## src/rtl/mem_port_if.sv

```systemverilog
`default_nettype none
// ============================================================================
// mem_port_if : MAR/MDR request side and word-RAM req/ack side of the port
// Revision    : 1.0
// ============================================================================
interface mem_port_if #(
  parameter int DATA_W = 32,
  parameter int ADDR_W = 32
);
  logic              rd;
  logic              wr;
  logic [ADDR_W-1:0] addr;
  logic [DATA_W-1:0] wdata;
  logic [DATA_W-1:0] rdata;
  logic              mdr_load;
  logic              busy;
  logic              err_timeout;
  logic              err_overrun;
  logic              mem_req;
  logic              mem_we;
  logic [ADDR_W-1:0] mem_addr;
  logic [DATA_W-1:0] mem_wdata;
  logic [DATA_W-1:0] mem_rdata;
  logic              mem_ack;

  // Controller view
  modport slave (
    input  rd, wr, addr, wdata, mem_rdata, mem_ack,
    output rdata, mdr_load, busy, err_timeout, err_overrun,
           mem_req, mem_we, mem_addr, mem_wdata
  );

  // Control-unit / RAM view
  modport master (
    output rd, wr, addr, wdata, mem_rdata, mem_ack,
    input  rdata, mdr_load, busy, err_timeout, err_overrun,
           mem_req, mem_we, mem_addr, mem_wdata
  );
endinterface
`default_nettype wire

```

## src/rtl/mem_port_ctrl.sv

```systemverilog
`default_nettype none
// ============================================================================
// mem_port_ctrl : main-memory port controller, one active + one queued request
// Revision      : 1.0
// ============================================================================
module mem_port_ctrl #(
  parameter int DATA_W  = 32,
  parameter int ADDR_W  = 32,
  parameter int TIMEOUT = 15
) (
  input  wire logic clk,
  input  wire logic reset,
  mem_port_if.slave port
);
  typedef enum logic [1:0] {
    IDLE    = 2'd0,
    RD_WAIT = 2'd1,
    WR_WAIT = 2'd2
  } state_t;

  localparam logic [7:0] c_timeout = 8'(TIMEOUT);
  localparam logic [7:0] c_cnt_max = 8'hFF;

  state_t            r_state,   w_state;
  logic              r_req,     w_req;
  logic              r_we,      w_we;
  logic [ADDR_W-1:0] r_addr,    w_addr;
  logic [DATA_W-1:0] r_wdata,   w_wdata;
  logic              r_q_valid, w_q_valid;
  logic              r_q_we,    w_q_we;
  logic [ADDR_W-1:0] r_q_addr,  w_q_addr;
  logic [DATA_W-1:0] r_q_wdata, w_q_wdata;
  logic [7:0]        r_cnt,     w_cnt;
  logic [DATA_W-1:0] r_rdata,   w_rdata;
  logic              r_mdr_load, w_mdr_load;
  logic              r_err_to,  w_err_to;
  logic              r_err_ov,  w_err_ov;

  logic w_new, w_live, w_ack, w_abort, w_done;

  always_ff @(posedge clk or posedge reset) begin
    if (reset) begin
      r_state    <= IDLE;
      r_req      <= 1'b0;
      r_we       <= 1'b0;
      r_addr     <= '0;
      r_wdata    <= '0;
      r_q_valid  <= 1'b0;
      r_q_we     <= 1'b0;
      r_q_addr   <= '0;
      r_q_wdata  <= '0;
      r_cnt      <= '0;
      r_rdata    <= '0;
      r_mdr_load <= 1'b0;
      r_err_to   <= 1'b0;
      r_err_ov   <= 1'b0;
    end else begin
      r_state    <= w_state;
      r_req      <= w_req;
      r_we       <= w_we;
      r_addr     <= w_addr;
      r_wdata    <= w_wdata;
      r_q_valid  <= w_q_valid;
      r_q_we     <= w_q_we;
      r_q_addr   <= w_q_addr;
      r_q_wdata  <= w_q_wdata;
      r_cnt      <= w_cnt;
      r_rdata    <= w_rdata;
      r_mdr_load <= w_mdr_load;
      r_err_to   <= w_err_to;
      r_err_ov   <= w_err_ov;
    end
  end

  // Acks only count while mem_req is actually high; IDLE and the gap cycle ignore them.
  assign w_new   = port.rd ^ port.wr;
  assign w_live  = (r_state != IDLE) && r_req;
  assign w_ack   = w_live && port.mem_ack;
  assign w_abort = w_live && !port.mem_ack && (r_cnt == c_timeout);
  assign w_done  = w_ack || w_abort;

  always_comb begin
    w_state    = r_state;
    w_req      = r_req;
    w_we       = r_we;
    w_addr     = r_addr;
    w_wdata    = r_wdata;
    w_q_valid  = r_q_valid;
    w_q_we     = r_q_we;
    w_q_addr   = r_q_addr;
    w_q_wdata  = r_q_wdata;
    w_cnt      = r_cnt;
    w_mdr_load = w_ack && (r_state == RD_WAIT);
    w_rdata    = w_mdr_load ? port.mem_rdata : r_rdata;
    w_err_to   = w_abort;
    w_err_ov   = port.rd && port.wr;

    if (r_state == IDLE || (w_done && !r_q_valid)) begin
      if (w_new) begin
        w_state = port.wr ? WR_WAIT : RD_WAIT;
        w_we    = port.wr;
        w_addr  = port.addr;
        w_wdata = port.wdata;
        w_req   = 1'b1;
        w_cnt   = '0;
      end else begin
        w_state = IDLE;
        w_req   = 1'b0;
      end
    end else if (w_done) begin
      // Promote the queued request; mem_req dips low for one cycle before it issues.
      w_state   = r_q_we ? WR_WAIT : RD_WAIT;
      w_we      = r_q_we;
      w_addr    = r_q_addr;
      w_wdata   = r_q_wdata;
      w_req     = 1'b0;
      w_cnt     = '0;
      w_q_valid = w_new;
      if (w_new) begin
        w_q_we    = port.wr;
        w_q_addr  = port.addr;
        w_q_wdata = port.wdata;
      end
    end else begin
      if (!r_req) begin
        w_req = 1'b1;
      end else if (r_cnt != c_cnt_max) begin
        w_cnt = r_cnt + 8'd1;
      end
      if (w_new) begin
        if (r_q_valid) begin
          w_err_ov = 1'b1;
        end else begin
          w_q_valid = 1'b1;
          w_q_we    = port.wr;
          w_q_addr  = port.addr;
          w_q_wdata = port.wdata;
        end
      end
    end
  end

  assign port.rdata       = r_rdata;
  assign port.mdr_load    = r_mdr_load;
  assign port.busy        = (r_state != IDLE) || r_q_valid;
  assign port.err_timeout = r_err_to;
  assign port.err_overrun = r_err_ov;
  assign port.mem_req     = r_req;
  assign port.mem_we      = r_we;
  assign port.mem_addr    = r_addr;
  assign port.mem_wdata   = r_wdata;
endmodule
`default_nettype wire

```

## src/flat_wrapper.sv

```systemverilog
// flat-port wrapper written by rule: the top's interface ports become plain ports
module mem_port_ctrl_flat 
#(
  parameter int DATA_W  = 32,
  parameter int ADDR_W  = 32,
  parameter int TIMEOUT = 15
)
  (clk, reset, port_rd, port_wr, port_addr, port_wdata, port_mem_rdata, port_mem_ack, port_rdata, port_mdr_load, port_busy, port_err_timeout, port_err_overrun, port_mem_req, port_mem_we, port_mem_addr, port_mem_wdata);
  mem_port_if #(.DATA_W(DATA_W), .ADDR_W(ADDR_W)) port_i ();
  input  wire logic clk;
  input  wire logic reset;
  input wire logic [$bits(port_i.rd)-1:0] port_rd;
  input wire logic [$bits(port_i.wr)-1:0] port_wr;
  input wire logic [$bits(port_i.addr)-1:0] port_addr;
  input wire logic [$bits(port_i.wdata)-1:0] port_wdata;
  input wire logic [$bits(port_i.mem_rdata)-1:0] port_mem_rdata;
  input wire logic [$bits(port_i.mem_ack)-1:0] port_mem_ack;
  output wire logic [$bits(port_i.rdata)-1:0] port_rdata;
  output wire logic [$bits(port_i.mdr_load)-1:0] port_mdr_load;
  output wire logic [$bits(port_i.busy)-1:0] port_busy;
  output wire logic [$bits(port_i.err_timeout)-1:0] port_err_timeout;
  output wire logic [$bits(port_i.err_overrun)-1:0] port_err_overrun;
  output wire logic [$bits(port_i.mem_req)-1:0] port_mem_req;
  output wire logic [$bits(port_i.mem_we)-1:0] port_mem_we;
  output wire logic [$bits(port_i.mem_addr)-1:0] port_mem_addr;
  output wire logic [$bits(port_i.mem_wdata)-1:0] port_mem_wdata;
  assign port_i.rd = port_rd;
  assign port_i.wr = port_wr;
  assign port_i.addr = port_addr;
  assign port_i.wdata = port_wdata;
  assign port_i.mem_rdata = port_mem_rdata;
  assign port_i.mem_ack = port_mem_ack;
  assign port_rdata = port_i.rdata;
  assign port_mdr_load = port_i.mdr_load;
  assign port_busy = port_i.busy;
  assign port_err_timeout = port_i.err_timeout;
  assign port_err_overrun = port_i.err_overrun;
  assign port_mem_req = port_i.mem_req;
  assign port_mem_we = port_i.mem_we;
  assign port_mem_addr = port_i.mem_addr;
  assign port_mem_wdata = port_i.mem_wdata;
  mem_port_ctrl #(.DATA_W(DATA_W), .ADDR_W(ADDR_W), .TIMEOUT(TIMEOUT)) u_core (.clk(clk), .reset(reset), .port(port_i));
endmodule
```

## config.mk

```make
export PLATFORM = sky130hd
export DESIGN_NAME = mem_port_ctrl_flat
export DESIGN_NICKNAME = d
export VERILOG_FILES = /design/src/rtl/mem_port_if.sv /design/src/rtl/mem_port_ctrl.sv /design/src/flat_wrapper.sv
export SDC_FILE = /design/constraint.sdc
export NUM_CORES = 1
export LEC_CHECK = 0
export CAP_MARGIN = 25
export CORE_MARGIN = 1.5
export CORE_UTILIZATION = 40
export DETAILED_ROUTE_END_ITERATION = 7
export MAX_ROUTING_LAYER = met4
export PLACE_DENSITY = 0.68
export SYNTH_ARGS = -nofsm -noshare
export SYNTH_HDL_FRONTEND = slang
export SYNTH_SLANG_ARGS = --single-unit
```

## constraint.sdc

```tcl
create_clock -name clk -period 21.4 [get_ports clk]
set_input_delay 6.42 -clock clk [delete_from_list [all_inputs] [get_ports clk]]
set_output_delay 6.42 -clock clk [all_outputs]
set_load 0.01 [all_outputs]
```

== Word-level counts from Yosys, hierarchy flattened ==
Cells that the tools add are included.
Word-level totals
  flip-flop bits (word level): 177
  input bits: 101
  logic and storage cells: 81
Cells by class
  add/sub/neg operators: 1
  equal/unequal tests: 5
  mux-type cells: 37
  bitwise gates (word level): 2
  reductions and logical operators: 22
Operators with widths (count)
  32-bit two-way mux: 12
  8-bit two-way mux: 5
  1-bit two-way mux: 15
  2-bit two-way mux: 5
  8-bit by 1-bit adder with 8-bit output (second input constant): 1
  8-bit by 4-bit equality test with 1-bit output (second input constant): 1
  8-bit inequality test (second input constant): 1
  1-bit logical AND: 7
  3-bit AND reduction: 2
  2-bit nonzero test: 3
  3-bit nonzero test: 2
  2-bit AND reduction: 2
  1-bit logical OR: 3
  2-bit by 1-bit equality test with 1-bit output (second input constant): 1
  1-bit zero test: 2
  2-bit zero test: 1
  2-bit by 1-bit inequality test with 1-bit output (second input constant): 1
  2-bit inequality test (second input constant): 1
  1-bit NOT: 1
  1-bit XOR: 1

== Logic depth before layout (Yosys ltp) ==
  depth in word-level cells: 9
  depth in mapped cells: 8
  depth with buffers taken out: 6

== Least setup slack after synthesis ==
Ideal clock, no wire load.
  path type: in2reg
  from: input port port_mem_ack
  to: register u_core.r_q_addr[10]
  library setup time: 0.125 ns
  arrival time: 8.046 ns
  data required time: 21.275 ns
  setup slack: 13.229 ns
  stages: 7
  buffers on the path: 2
  cell sequence: or4_4 -> nor2_1 -> o21ai_1 -> a21oi_2 -> buf_6 -> buf_6 -> mux2_4
Between the ends
  longest elaborated chain between the ends: 8
Ends and longest elaborated chain
  start, declared: RTL line flat_wrapper.sv:17  | input wire logic [$bits(port_i.mem_ack)-1:0] port_mem_ack;
  1-bit zero test: RTL line mem_port_ctrl.sv:79  | assign w_abort = w_live && !port.mem_ack && (r_cnt == c_timeout);
  1-bit logical AND (2 in series): RTL line mem_port_ctrl.sv:79
  1-bit logical OR *: RTL line mem_port_ctrl.sv:80  | assign w_done = w_ack || w_abort;
  1-bit logical AND: RTL line mem_port_ctrl.sv:98  | if (r_state == IDLE || (w_done && !r_q_valid)) begin
  1-bit logical OR: RTL line mem_port_ctrl.sv:98
  1-bit NOT (no line)
  3-bit AND reduction (no line)
  end signal, assigned: RTL line mem_port_ctrl.sv:65  | r_q_addr <= w_q_addr;
  end, declared: RTL line mem_port_ctrl.sv:31  | logic [ADDR_W-1:0] r_q_addr, w_q_addr;
Mark *: on every way between the ends. The rest lies on a longest branch, timed or not.
A chain may end at the register's enable or synchronous reset.

== Worst setup path after layout ==
  from: input port port_mem_ack
  to: register u_core.r_addr[31], in the netlist u_core.port.mem_addr[31]
Between the ends
  longest elaborated chain between the ends: 8
Ends and longest elaborated chain
  1-bit zero test: RTL line mem_port_ctrl.sv:79
  1-bit logical AND (2 in series): RTL line mem_port_ctrl.sv:79
  1-bit logical OR *: RTL line mem_port_ctrl.sv:80
  1-bit logical AND: RTL line mem_port_ctrl.sv:98
  1-bit logical OR: RTL line mem_port_ctrl.sv:98
  2-bit by 1-bit inequality test with 1-bit output (no line) / 2-bit nonzero test (equally long branches)
  2-bit AND reduction (no line)
  end signal, assigned: RTL line mem_port_ctrl.sv:61  | r_addr <= w_addr;
  end, declared: RTL line mem_port_ctrl.sv:27  | logic [ADDR_W-1:0] r_addr, w_addr;
Marked as above.

==> metrics.txt <==
Final Power 1.71 mW; setup TNS 0 ns; setup violators final 0; vias per cell 5.07; crit-path max FO 50; initial drt markers 285; vias in the first global route 5805; crit path buf inv count 2; CTS tree done; Ys Warns 0; Synth Instances 732; Final Critical Period 8.89 ns; crit path max-delay cell type buf_4; Sw Share 36.6%; commonest non-fill, non-tap cell in the layout clkdlybuf4s50_1; grt ovf 0; CP Data Arrival Time 9.23 ns; Crit Path Category primary input to register; final WL 19400 um; buffer count from post-CTS setup fixing 0; Via Count 5907; Die Span X 141 um; top cells by area, synth dfrtp_1 (58%), mux2_4 (9.7%), a21oi_1 (8.9%); Worst slew margin 34.4%; CP Depth 7; Critical R2R Launch u_core.r_cnt[5]; Internal Dissipation 1.08 mW; worst hold path endpoint u_core.port.rdata[11]; Slew Viols, Final 0; Max Freq 113 MHz; Port Buffers 202; gr usage total 20.6%; # hold bufs at CTS 0; antenna violations before repair 0; CP Capture Type register; Num CTS Buffers 17; maximum VDD drop 0.000109 V; # Max-Cap Violations 0; Mapped Avg Cell Area 10.4 um^2; Clock Sinks 177; Syn Std Cell Area 7620 um^2; post-CTS sizing 0; largest net degree at the start of global routing 67; post-synthesis sequential area ratio 58.1%; DP Area 9810 um^2; H-Tree Depth 4; DR WL/cell 16.6 um; post-synthesis cell type count 40; reg2reg end u_core.port.mem_addr[31]; Cell Rows 50; critical path startpoint category primary input; Top cell by count, worst path a21oi_1; Longest Clk Path Bufs 2; Min-Delay Path Class register to register; first-pass GRT wire length 31000 um; I/O pin cnt 203; Final Hold Viols 0; hold path startpoint u_core.port.rdata[11]; layout cells sized above 1 12.5%; fin crit share 41.5%; Routability Congestion 0.816; combinational power share 45.8%; hold slack 0.475 ns; Critical Path, Cell by Cell clkdlybuf4s50_1 > or4_4 > o21a_1 > o21ai_4 > buf_4 > a21oi_1 > a21oi_1; share of the synthesized area in the top cell type 58.1%; Initial Util 40.7%; skew final 0.00978 ns; Yosys reg bits 177; r2r setup slk 18.55 ns; sequential power share 35.0%; Worst path max stage delay 0.63 ns; Die Footprint 19900 um^2; most frequent cells in the layout clkdlybuf4s50_1 (202), dfrtp_1 (177), nand2_1 (170), a21oi_1 (136), nor2_1 (67); DRC viols 0; Lkg Pwr 4.65 nW; cell area after layout 10400 um^2; Antenna Violating Nets Remaining 0; status finished, final reports clean; Core ar. 18700 um^2; die height 141 um; syn nets 837; CP top delay family buffers and inverters; Skew-Pair Late Insertion Delay 0.43 ns; # nets final 1023; Sw Pwr 625 uW; DR pass1 iterations 4; Root Buffer clkbuf_16; Inserted Diodes 0; Synth-to-Final Area Change 36.9%; Clock power frac 19.2%; R2R cell count 6; Detail Placement HPWL 12100 um; RSZ-0062 raised after global routing false; Worst EP required 21.74 ns; Worst-Margin Slew 0.983 ns; Clock transition at path regs 0.07 ns; power density over the cells 164 nW/um^2; hold depth 2; largest area contributor in the netlist dfrtp_1
## tightest hold or removal path: cells and delay by family (launching register included)
kind          cells  cell delay, ns
flops             1            0.34
simple gates      2            0.11
## area by class of cell
type	count	area (um^2)
Timing Repair Buffer	212	2100
Multi-Input combinational cell	501	2950
Sequential cell	177	4430
Clock inverter	15	200
Inverter	9	38.8
Fill cell	1655	8270
Tap cell	234	293
Clock buffer	17	425
## cell families after synthesis
family                   synth area share, %
buffers and inverters                   3.51
multiplexers                            12.3
flip-flops                              58.1
AND/OR/NAND/NOR                         13.6
adder cells (fa/ha/maj)                0.657
AO/OA/AOI/OAI                           11.9
## power groups by stage
stage / Sequential, mW / Clock, mW / Combinational, mW
after floorplan: 0.624 / 0 / 0.445
after global routing: 0.618 / 0.353 / 0.859
after global placement: 0.598 / 0 / 0.775
after CTS: 0.598 / 0.338 / 0.790
final: 0.597 / 0.328 / 0.782
after detailed placement: 0.601 / 0 / 0.786
## synth_stat cells, drive strengths merged
library cell  number
a211o              1
a21oi            137
a22oi              1
a2bb2oi            1
a31o               1
a31oi              5
and2               1
and3               3
buf               20
clkbuf            25
dfrtp            177
ha                 4
inv                9
mux2              64
mux2i              3
nand2            171
nand2b             2
nand3              5
nand4              1
nand4b             3
nor2              68
nor2b              1
nor3               3
o211ai             3
o21a               3
o21ai             13
o221ai             1
o22ai              1
o31ai              2
or2                1
or3                1
or4                1
## worst max-delay path by stage
stage,from,to
CTS,port_mem_ack,u_core.port.mem_addr[31]
floorplan,reset,u_core.port.err_overrun
finish,port_mem_ack,u_core.port.mem_addr[31]
global route,port_mem_ack,u_core.port.mem_addr[19]
detailed placement,port_mem_ack,u_core.port.mem_addr[31]
global placement,port_mem_ack,u_core.port.mem_addr[26]
## state kept, by name, summed over array words and instances (netlist names), 2 cells and up
register and flops:
u_core.port.mem_addr 32, u_core.port.mem_wdata 32, u_core.port.rdata 32, u_core.r_cnt 8, u_core.r_q_addr 32, u_core.r_q_wdata 32
u_core.r_state 2
## per-layer routing
metal  global-route usage, %  part of all wire [%]
met1                    26.6                    47
met2                    31.8                    46
met3                    5.67                   6.5
met4                    5.87                   1.2
met5                       -                     0
## stage by stage
stage | utilization, % | setup WS, ns | instances
floorplan | - | 10.18 | 732
global placement | 52.4 | 12.15 | 1133
detailed placement | 52.4 | 12.09 | 1133
CTS | 55.8 | 12.53 | 1165
global route | 55.8 | 12.37 | 1165
finish | 55.8 | 12.51 | 1165
Power figures use the tool's default switching activity.
